==> config.mk <==
export PLATFORM = sky130hd
export DESIGN_NAME = cms_ctrl_sequencer
export DESIGN_NICKNAME = d
export VERILOG_FILES = /design/src/rtl/cms_ctrl_sequencer.sv
export SDC_FILE = /design/constraint.sdc
export NUM_CORES = 1
export LEC_CHECK = 0
export ABC_AREA = 0
export BUFFER_PORTS_ARGS = -buffer_cell sky130_fd_sc_hd__buf_2
export CORE_MARGIN = 4
export CORE_UTILIZATION = 55
export CTS_BUF_LIST = sky130_fd_sc_hd__clkbuf_8
export CTS_CLUSTER_DIAMETER = 120
export CTS_CLUSTER_SIZE = 12
export DETAILED_ROUTE_END_ITERATION = 16
export MAX_ROUTING_LAYER = met4
export PLACE_DENSITY = 0.76
export SLEW_MARGIN = 20
export SYNTH_ARGS = -nofsm -noshare
export SYNTH_HDL_FRONTEND = slang
export SYNTH_SLANG_ARGS = --single-unit
export TNS_END_PERCENT = 10
==> constraint.sdc <==
create_clock -name clk -period 8.87 [get_ports clk]
set_input_delay 0.887 -clock clk [delete_from_list [all_inputs] [get_ports clk]]
set_output_delay 0.887 -clock clk [all_outputs]
set_load 0.03 [all_outputs]
==> src/rtl/cms_ctrl_sequencer.sv <==
// cms_ctrl_sequencer: queues host control writes and replays each as setup/strobe/gap on the CMS bus
module cms_ctrl_sequencer #(
  parameter int ADDR_WIDTH    = 8,
  parameter int DATA_WIDTH    = 64,
  parameter int FIFO_DEPTH    = 4,
  parameter int STROBE_CYCLES = 1,
  parameter int GAP_CYCLES    = 1,
  parameter int COUNT_WIDTH   = 16
) (
  input  logic                           clk,
  input  logic                           rst,
  input  logic                           cmd_valid,
  output logic                           cmd_ready,
  input  logic [ADDR_WIDTH-1:0]          cmd_addr,
  input  logic [DATA_WIDTH-1:0]          cmd_wdata,
  input  logic                           pause,
  input  logic                           flush,
  output logic [ADDR_WIDTH-1:0]          ctrl_addr,
  output logic [DATA_WIDTH-1:0]          ctrl_wdata,
  output logic                           ctrl_write_enable,
  output logic                           busy,
  output logic [$clog2(FIFO_DEPTH):0]    fifo_level,
  output logic [COUNT_WIDTH-1:0]         issued_count
);
  localparam int PW = $clog2(FIFO_DEPTH);
  localparam int LW = PW + 1;
  localparam int TW = $clog2((STROBE_CYCLES > GAP_CYCLES ? STROBE_CYCLES : GAP_CYCLES) + 1);
  typedef enum logic [1:0] {IDLE, SETUP, STROBE, GAP} state_e;
  state_e                  state_q, state_d;
  logic [ADDR_WIDTH-1:0]   mem_addr [FIFO_DEPTH];
  logic [DATA_WIDTH-1:0]   mem_data [FIFO_DEPTH];
  logic [PW-1:0]           wr_ptr_q, wr_ptr_d, rd_ptr_q, rd_ptr_d;
  logic [LW-1:0]           level_q, level_d;
  logic [TW-1:0]           tmr_q, tmr_d;
  logic [ADDR_WIDTH-1:0]   addr_q, addr_d;
  logic [DATA_WIDTH-1:0]   data_q, data_d;
  logic                    en_q, en_d;
  logic [COUNT_WIDTH-1:0]  count_q, count_d;
  logic                    push, pop;
  assign cmd_ready         = level_q < LW'(FIFO_DEPTH);
  assign push              = cmd_valid && cmd_ready && !flush;
  assign pop               = state_q == IDLE && level_q != '0 && !pause;
  assign ctrl_addr         = addr_q;
  assign ctrl_wdata        = data_q;
  assign ctrl_write_enable = en_q;
  assign busy              = state_q != IDLE || level_q != '0;
  assign fifo_level        = level_q;
  assign issued_count      = count_q;
  // flush clears the queue but a same-cycle pop still hands its entry to the FSM
  always_comb begin
    wr_ptr_d = flush ? '0 : wr_ptr_q + PW'(push);
    rd_ptr_d = flush ? '0 : rd_ptr_q + PW'(pop);
    level_d  = flush ? '0 : level_q + LW'(push) - LW'(pop);
  end
  always_comb begin
    state_d = state_q;
    tmr_d   = tmr_q;
    addr_d  = addr_q;
    data_d  = data_q;
    count_d = count_q;
    case (state_q)
      IDLE: if (pop) begin
        state_d = SETUP;
        addr_d  = mem_addr[rd_ptr_q];
        data_d  = mem_data[rd_ptr_q];
      end
      SETUP: begin
        state_d = STROBE;
        tmr_d   = '0;
        count_d = count_q + COUNT_WIDTH'(1);
      end
      STROBE: begin
        state_d = tmr_q == TW'(STROBE_CYCLES - 1) ? GAP : STROBE;
        tmr_d   = tmr_q == TW'(STROBE_CYCLES - 1) ? '0 : tmr_q + TW'(1);
      end
      GAP: begin
        state_d = tmr_q == TW'(GAP_CYCLES - 1) ? IDLE : GAP;
        tmr_d   = tmr_q == TW'(GAP_CYCLES - 1) ? '0 : tmr_q + TW'(1);
      end
    endcase
    en_d = state_d == STROBE;
  end
  always_ff @(posedge clk) begin
    if (push) begin
      mem_addr[wr_ptr_q] <= cmd_addr;
      mem_data[wr_ptr_q] <= cmd_wdata;
    end
  end
  // enable is a flop so the strobe is glitch-free and drops the instant reset asserts
  always_ff @(posedge clk or posedge rst) begin
    if (rst) begin
      state_q  <= IDLE;
      wr_ptr_q <= '0;
      rd_ptr_q <= '0;
      level_q  <= '0;
      tmr_q    <= '0;
      addr_q   <= '0;
      data_q   <= '0;
      en_q     <= 1'b0;
      count_q  <= '0;
    end else begin
      state_q  <= state_d;
      wr_ptr_q <= wr_ptr_d;
      rd_ptr_q <= rd_ptr_d;
      level_q  <= level_d;
      tmr_q    <= tmr_d;
      addr_q   <= addr_d;
      data_q   <= data_d;
      en_q     <= en_d;
      count_q  <= count_d;
    end
  end
endmodule
== After elaboration in Yosys (flattened, before gate mapping) ==
Memory sizes are Yosys's and may differ from the RTL's. A register that Yosys moved wholly into a read port is not among the register bits.
Cells that the tools add are included.
Storage, ports and cells
  memories kept: 2
  output and inout port bits: 94
  word-level logic and storage cells: 44
  bits in registers: 27
  memory bits (writable): 288
Operators by class
  mux-type cells: 11
  $lt $le $gt $ge: 1
  reduce and logical (&&, ||, !) cells: 13
  add/subtract/negate cells: 6
  eq/ne operators: 4
Memories
  mem_data: words 4, bits a word 64, read ports 1, clocked after memory_dff 1, write ports 1, RTL line 31  | logic [DATA_WIDTH-1:0] mem_data [FIFO_DEPTH];
  mem_addr: words 4, bits a word 8, read ports 1, clocked after memory_dff 1, write ports 1, RTL line 30  | logic [ADDR_WIDTH-1:0] mem_addr [FIFO_DEPTH];
Operator list (count)
  $add A16 B1 Y16 const B: 1
  $mux W2: 4
  $pmux W2 S4: 1
  $eq A2 B2 Y1 const B: 3
  $add A2 B1 Y2: 2
  $logic_and A1 B1 Y1: 4
  $mux W1: 4
  $reduce_bool A2 Y1: 2
  $add A3 B1 Y3: 1
  $lt A3 B3 Y1 const B: 1
  $mux W3: 1
  $reduce_bool A3 Y1: 1
  $sub A3 B1 Y3: 1
  $eq A2 B1 Y1 const B: 1
  $logic_not A1 Y1: 2
  $logic_not A2 Y1: 1
  $pmux W1 S2: 1
  $reduce_and A2 Y1: 1
  $reduce_or A2 Y1: 1
  $add A1 B1 Y1 const B: 1
  $logic_or A1 B1 Y1: 1

== Longest topological paths before layout ==
Gate-level depths: netlist of the first run.
  word-level depth: 6
  gate-level depth with buffers: 12
  gate-level depth less buffers: 11

== Least setup slack after synthesis of the first run ==
Ideal clock, no wire load.
  path kind: input-to-reg
  start point: in flush
  end point: mem mem_addr[1][0] (enable)
  arrival: 6329 ps
  stages on the path: 3
  setup slack: 1935 ps
  buffers on the path: 0
  setup time: 606 ps
  path through: nor2_1 > nand2_1 > nor3b_1
Between the ends
  word-level cells in the longest chain between the ends: 4
Ends and longest elaborated chain
  from (decl): RTL line 17  | input logic flush,
  $logic_not A1 Y1: RTL line 41  | assign push = cmd_valid && cmd_ready && !flush;
  $logic_and A1 B1 Y1: RTL line 41
  $mux W1: RTL line 84  | if (push) begin
  $mux W1 (not written as such): RTL line 85  | mem_addr[wr_ptr_q] <= cmd_addr;
  to (decl): RTL line 30
No other way between the ends.

==> results of run 1 <==
cell families after synthesis:
kind of cell / after synthesis / synth area share (%)
AO/OA/AOI/OAI: 1 / 0.0610
adder cells (fa/ha/maj): 10 / 0.924
AND/OR/NAND/NOR: 44 / 1.67
multiplexers: 145 / 17.4
flip-flops: 386 / 77.3
buffers and inverters: 32 / 1.51
XOR/XNOR: 19 / 1.16
critical path: stages, from the launching register on:
cell and delay, ns:
dfrtp_4 0.87, buf_4 0.77, mux4_1 0.65, mux2_2 0.29
worst max path at each step:
| stage | startpoint | to | slack, ns | cells after the start |
|---|---|---|---|---|
| after floorplan | flush | mem_addr[1][0] | 1.94 | 3 |
| after global placement | pause | rd_ptr_q[0] | 6.05 | 5 |
| after detailed placement | flush | mem_addr[3][6] | 5.94 | 6 |
| after CTS | rd_ptr_q[0] | ctrl_wdata[63] | 6.02 | 3 |
| after global routing | rd_ptr_q[0] | ctrl_wdata[63] | 5.85 | 3 |
| final | rd_ptr_q[0] | ctrl_wdata[63] | 6.12 | 3 |
cell usage after synthesis, types with 2 or more instances:
| master | number | area (sq um) |
|---|---|---|
| nor2_1 | 10 | 37.5 |
| nor3b_1 | 2 | 15.0 |
| buf_2 | 8 | 40.0 |
| nor3_1 | 3 | 15.0 |
| xnor2_1 | 14 | 123 |
| dfrtp_1 | 98 | 2450 |
| mux4_1 | 2 | 52.6 |
| nand4_1 | 4 | 25.0 |
| edfxtp_1 | 288 | 8650 |
| buf_6 | 8 | 90.1 |
| mux4_2 | 70 | 1580 |
| nor2b_1 | 4 | 25.0 |
| mux2_4 | 12 | 180 |
| nand2_1 | 11 | 41.3 |
| inv_1 | 8 | 30.0 |
| mux2_2 | 61 | 687 |
| buf_4 | 7 | 52.6 |
| and4_1 | 2 | 17.5 |
| ha_1 | 9 | 113 |
| xor2_1 | 5 | 43.8 |
| nand3_1 | 3 | 15.0 |
area by class of cell:
cell class | count | area, sq um | area share, %
multi-input combinational | 219 | 3070 | 18.9
timing repair buffer | 178 | 946 | 5.82
sequential | 386 | 11100 | 68.4
tap | 330 | 413 | 2.54
clock buffer | 38 | 523 | 3.22
antenna | 5 | 12.5 | 0.0770
clock inverter | 31 | 136 | 0.840
inverter | 8 | 32.5 | 0.200
power by group through the flow:
stage          Combinational [mW]  Clock, mW  Sequential, mW
2_1_floorplan               0.499          0            2.71
5_1_grt                      1.23       1.10            2.38
3_5_place_dp                 1.17          0            2.39
4_1_cts                      1.17       1.00            2.35
3_3_place_gp                 1.14          0            2.37
6_report                     1.16      0.969            2.34
through the flow:
stage / std cells / hold slack [ns] / util, %
after global routing: 1195 / 0.478 / 64.0
after detailed placement: 1120 / 0.472 / 61.1
after CTS: 1189 / 0.442 / 63.7
final: 1195 / 0.443 / 64.0
after floorplan: 637 / 0.517 / -
after global placement: 1120 / 0.458 / 61.1
layout by cell type (no fill, tap or decap), types with 2 or more instances in the layout:
cell type   count
edfxtp_1      288
dfrtp_1        96
dfrtp_4         2
diode_2         5
clkbuf_8       38
buf_2         170
nor3b_2         2
ha_1            9
buf_6           4
and4_1          2
nor2_1          9
xor2_1          5
nor3_1          2
clkinvlp_4      2
nand2_1        11
nor2b_1         4
xnor2_1        14
inv_1          34
buf_4           3
mux4_1          2
mux2_4         12
nand4_1         4
mux2_2         61
nand3_1         3
mux4_2         70
flip-flops by register name, indices dropped and copies added, names as in the netlist:
| signal | count |
|---|---|
| wr_ptr_q | 2 |
| ctrl_write_enable | 1 |
| state_q | 2 |
| mem_data | 256 |
| rd_ptr_q | 2 |
| ctrl_addr | 8 |
| ctrl_wdata | 64 |
| mem_addr | 32 |
| issued_count | 16 |
| fifo_level | 3 |
layer usage:
layer  vias up  share of wire (%)  global-route usage (%)
met5         -                  0                       -
met4         0                2.0                    5.22
met3        40                4.7                    3.75
met2       159                 51                    30.8
met1      3497                 42                    24.4
li1       2945                  -                       -
==> flow_metrics.tcl, run 1 <==
set metrics [dict create \
    clock_path_buffers 3 \
    switching_share_pct 31.6 \
    tightest_slew_ns 1.10 \
    final_hold_viol_count 0 \
    via_per_inst 5.56 \
    dieArea_sq_um 28800 \
    tns_ns 0 \
    grt_setup_unrepaired "no" \
    grt-ovfl-total 0 \
    r2r_cells 3 \
    hold_path_class "in2async" \
    cts_root_buf "clkbuf_8" \
    reg2reg_slack_ns 6.12 \
    power_mw 4.47 \
    endpoint_kind "flip-flop" \
    place_area_sq_um 15500 \
    worstPathRequired_ns 9.29 \
    core-area_sq_um 25400 \
    grt_pass1_vias 7345 \
    fin_nets 918 \
    dp_hpwl_um 15000 \
    numCtsBuffers 38 \
    drt_wl_total_um 25700 \
    drt-initial-drc-count 438 \
    ys_seq_elements 386 \
    period_needed_ns 2.75 \
    stdcell_area_sq_um 16200 \
    r2r-end "ctrl_wdata[63]" \
    firstDrtPassIters 4 \
    clock_sinks 386 \
    cts_hold_buf 0 \
    critical_path_arrival_ns 3.17 \
    seqPwrFrac_pct 52.5 \
    syn_nets 724 \
    final.setup.worst_slack_ns 6.12 \
    p_leak_nw 5.96 \
    place_ws_ns 5.94 \
    ir_worst_vdd_v 0.000217 \
    via_count 6641 \
    finalSetupViolCount 0 \
    dieHeight_um 170 \
    numPortBuffers 170 \
    antenna_found_initial 5 \
    slew_headroom_pct 27.0 \
    synth_area_sq_um 14400 \
    ios 171 \
    synth-edff-count 288 \
    start_util_pct 56.5 \
    switchingPower_mw 1.41 \
    h-tree-depth 2 \
    fmax_mhz 364 \
    grt_usage_pct 18.8 \
    synth_warnings 0 \
    period_share_pct 30.9 \
    reg2reg_from "rd_ptr_q[0]" \
    crit_fanout 40 \
    status "complete, no violations" \
    ant_nets 0 \
    cap_violations 0 \
    synthArstFlopShare_pct 25.4 \
    num-fill-cells 1747 \
    path_class "reg2reg" \
    clock_skew_ns 0.0217 \
    core.rowCount 58 \
    p_per_area_nw_per_um2 275 \
    ctsResizeCount 0 \
    synthDistinctLibCells 29 \
    clkTransAtPathRegs_ns 0.08 \
    crit_path_start_kind "flip-flop" \
    drc 0 \
    final_max_slew_viol_count 0 \
    comb_power_share_pct 25.9 \
    clk-insertion-delay-late_ns 0.55 \
    internal_power_mw 3.06 \
    syn_inst 637 \
    drive_gt1_share_pct 43.6 \
    cts_tree "done" \
    area_delta_synth_final_pct 13.1 \
    synth_area_per_cell_sq_um 22.5 \
    grt_pass1_wl_um 40600 \
    yosysSeqAreaShare_pct 77.3 \
    fp.dieW_um 170 \
    gp_congestion 0.782 \
    wl_per_cell_um 21.5 \
    synthFlopType "edfxtp_1" \
    grt_max_degree 74 \
    clockPowerShare_pct 21.7 \
    cts_setup_buffers 0 \
]
Note: power is estimated with default switching activity, not from simulation.
==> inputs of run 2 (changes only) <==
--- a/config.mk
+++ b/config.mk
@@ -5,16 +5,16 @@
 export SDC_FILE = /design/constraint.sdc
 export NUM_CORES = 1
 export LEC_CHECK = 0
-export ABC_AREA = 0
+export ABC_AREA = 1
 export BUFFER_PORTS_ARGS = -buffer_cell sky130_fd_sc_hd__buf_2
 export CORE_MARGIN = 4
-export CORE_UTILIZATION = 55
+export CORE_UTILIZATION = 54
 export CTS_BUF_LIST = sky130_fd_sc_hd__clkbuf_8
 export CTS_CLUSTER_DIAMETER = 120
 export CTS_CLUSTER_SIZE = 12
 export DETAILED_ROUTE_END_ITERATION = 16
 export MAX_ROUTING_LAYER = met4
-export PLACE_DENSITY = 0.76
+export PLACE_DENSITY = 0.78
 export SLEW_MARGIN = 20
 export SYNTH_ARGS = -nofsm -noshare
 export SYNTH_HDL_FRONTEND = slang
==> constraint.sdc (replaced) <==
create_clock -name clk -period 2.4 [get_ports clk]
set_input_delay 0.24 -clock clk [delete_from_list [all_inputs] [get_ports clk]]
set_output_delay 0.24 -clock clk [all_outputs]
set_load 0.03 [all_outputs]
==> run 2 against run 1 <==
  * Utilization up 1.4 points
  * Final cell count rose by 57%
  * Fmax rose by 22%
  * Largest power group unchanged
  * Highest routed layer unchanged
  * Wire length grew 22%
  * Final area up 9.0%
  * Non-clock buffer count is 88 higher
  * Area after synthesis grew 4.0%
  * Sequential power rose to 3.7 times the previous value
==> flow_metrics.tcl, run 2 <==
set metrics [dict create \
    synth_warnings 0 \
    synthDistinctLibCells 27 \
    reg2reg_from "state_q[0]" \
    cap_violations 0 \
    synth-edff-count 288 \
    drt_wl_total_um 31200 \
    ys_seq_elements 386 \
    status "complete, no violations" \
    grt_pass1_vias 9818 \
    antenna_found_initial 0 \
    final_common_cell "nand2_1" \
    cp_cell_sequence "inv_2 -> ha_2 -> inv_1 -> nor2_2 -> o21ai_4 -> inv_2 -> ha_1 -> inv_1 -> ha_1 -> inv_1 -> fa_2 -> and3_1 -> nor3_1" \
    r2r-end "fifo_level[2]" \
    fp.dieW_um 174 \
    place_ws_ns 0.0767 \
    wl_per_cell_um 16.6 \
    path_class "reg2reg" \
    hold_ws_ns 0.224 \
    final_hold_viol_count 0 \
    worstPathRequired_ns 2.86 \
    endpoint_kind "flip-flop" \
    slew_headroom_pct 41.7 \
    crit_path_start_kind "flip-flop" \
    syn_nets 1319 \
    yosys.area.top_type "edfxtp_1" \
    core-area_sq_um 27100 \
    synth_area_leaders "edfxtp_1, dfrtp_1, nand2_1" \
    grt_setup_unrepaired "no" \
    stdcell_count 1876 \
    dp_hpwl_um 17500 \
    crit_fanout 3 \
    grt_usage_pct 21.1 \
    numPortBuffers 170 \
    min_path_cells 6 \
    num-fill-cells 1948 \
    clock_skew_ns 0.0137 \
    core.rowCount 60 \
    h-tree-depth 2 \
    firstDrtPassIters 5 \
    start_util_pct 55.1 \
    clk-insertion-delay-late_ns 0.54 \
    cp_top_family "adder cells" \
    dp_cells 1733 \
    clock_path_buffers 3 \
    whs_endpoint "wr_ptr_q[0]" \
    final_cell_mix "nand2_1, edfxtp_1, buf_2" \
    dieHeight_um 174 \
    ant_nets 0 \
    period_needed_ns 2.24 \
    drt-initial-drc-count 821 \
    cts_root_buf "clkbuf_8" \
    dieArea_sq_um 30400 \
    ir_worst_vdd_v 0.000589 \
    yosysSeqAreaShare_pct 74.3 \
    via_count 9715 \
    synthArstFlopShare_pct 25.4 \
    ios 171 \
    top_register "mem_data" \
    hold_path.startpoint "cmd_valid" \
    grt_pass1_wl_um 50200 \
    drc 0 \
    r2r_cells 13 \
    critical_path_arrival_ns 2.70 \
    fmax_mhz 446 \
    reg2reg_slack_ns 0.16 \
    gp_congestion 0.864 \
    via_per_inst 5.18 \
    grt_max_degree 133 \
    cp_slowest_cell "dfrtp_1" \
    critPathMostFrequentCell "inv_1" \
    period_share_pct 93.5 \
    syn_inst 1232 \
    final.setup.worst_slack_ns 0.156 \
    path_buf_inv 5 \
    final_max_slew_viol_count 0 \
    netlist.area_leader.share_pct 57.9 \
    max_stage_delay_ns 0.41 \
    largest_reg_flops 256 \
    synth_area_per_cell_sq_um 12.1 \
    area_delta_synth_final_pct 18.5 \
    numCtsBuffers 38 \
    clock_sinks 386 \
    tightest_slew_ns 0.875 \
    p_per_area_nw_per_um2 942 \
    synthFlopType "edfxtp_1" \
    finalSetupViolCount 0 \
    cts_tree "done" \
    grt-ovfl-total 0 \
    yosys.cell_count.top_type "nand2_1" \
    clkTransAtPathRegs_ns 0.08 \
    hold_path_class "in2reg" \
    p_leak_nw 7.33 \
    drive_gt1_share_pct 16.9 \
    synth_area_sq_um 14900 \
    setup.worst_path.start "state_q[0]" \
    fin_nets 1562 \
    ys_top_cells_by_count "nand2_1, edfxtp_1, nand3_1, dfrtp_1, inv_1" \
]
-- run 2: cell types whose count changed in the layout (fill, tap and decap cells not counted), moves of 61 or more --
cell,delta
o21ai_0,+74
a21oi_1,+73
mux4_2,-70
inv_1,+83
nand2_1,+316
mux2_2,-61
nand3_1,+144
dlygate4sd3_1,+74
-- run 2: cell families (layout without fill, tap and decap cells) --
family / count (synthesis) / in the layout / synth area share [%]
AO/OA/AOI/OAI: 150 / 150 / 5.09
XOR/XNOR: 11 / 11 / 0.645
adder cells (fa/ha/maj): 10 / 10 / 0.888
buffers and inverters: 161 / 432 / 4.75
flip-flops: 386 / 386 / 74.3
other: 0 / 1 / 0
AND/OR/NAND/NOR: 514 / 514 / 14.3
-- run 2: metal layers --
layer	track usage [%]	part of all wire [%]	vias to the layer above
li1	-	-	4685
met1	27.2	41	4671
met2	35.5	51	319
met3	3.15	6.3	40
met4	5.67	2.0	0
met5	-	0	-
-- run 2: layout make-up --
class	instances	area (sq um)	area share, %
flip-flops and latches	386	11100	62.8
multi-input cells	685	3190	18.0
repair buffers	266	1910	10.8
clock buffers	38	523	2.95
well taps	372	465	2.63
inverters	98	373	2.11
clock inverters	30	133	0.749
diodes	1	2.50	0.0141
-- run 2: worst max-delay path by stage --
| stage | end | slack (ns) | depth (start not counted) |
|---|---|---|---|
| 2_1_floorplan | mem_addr[0][0] | -0.69 | 5 |
| 3_3_place_gp | fifo_level[2] | 0.17 | 13 |
| 3_5_place_dp | fifo_level[2] | 0.08 | 13 |
| 4_1_cts | fifo_level[2] | 0.06 | 13 |
| 5_1_grt | fifo_level[2] | 0.02 | 13 |
| 6_report | fifo_level[2] | 0.16 | 13 |
-- run 2: where the power goes --
| part | internal, mW | leakage [nW] | total (mW) | switching (mW) |
|---|---|---|---|---|
| Sequential | 8.06 | 3.86 | 8.57 | 0.519 |
| Clock | 1.50 | 0.423 | 3.61 | 2.10 |
| Combinational | 1.31 | 3.04 | 4.49 | 3.18 |
-- run 2: stage by stage --
step | util (%) | total power [mW] | TNS, ns | cell area, sq um
floorplan | - | 11.7 | -228.61 | 15000
global placement | 60.1 | 12.9 | 0 | 16300
detailed placement | 60.1 | 13.1 | 0 | 16300
CTS | 65.3 | 16.8 | 0 | 17700
global route | 65.3 | 17.6 | 0 | 17700
finish | 65.3 | 16.7 | 0 | 17700
-- run 2: what timing repair did --
item	4_1_cts	5_1_grt
hold buffers	74	0
setup buffers	0	0
gates resized for setup	0	5
hold endpoints to repair	335	0
endpoints found under the setup margin	0	1
-- run 2: worst min-delay path, delay by kind of cell --
family / cells / cell delay [ns]
adder cells (fa/ha/maj): 1 / 0.13
buffers and inverters: 2 / 0.12
AND/OR/NAND/NOR: 3 / 0.25
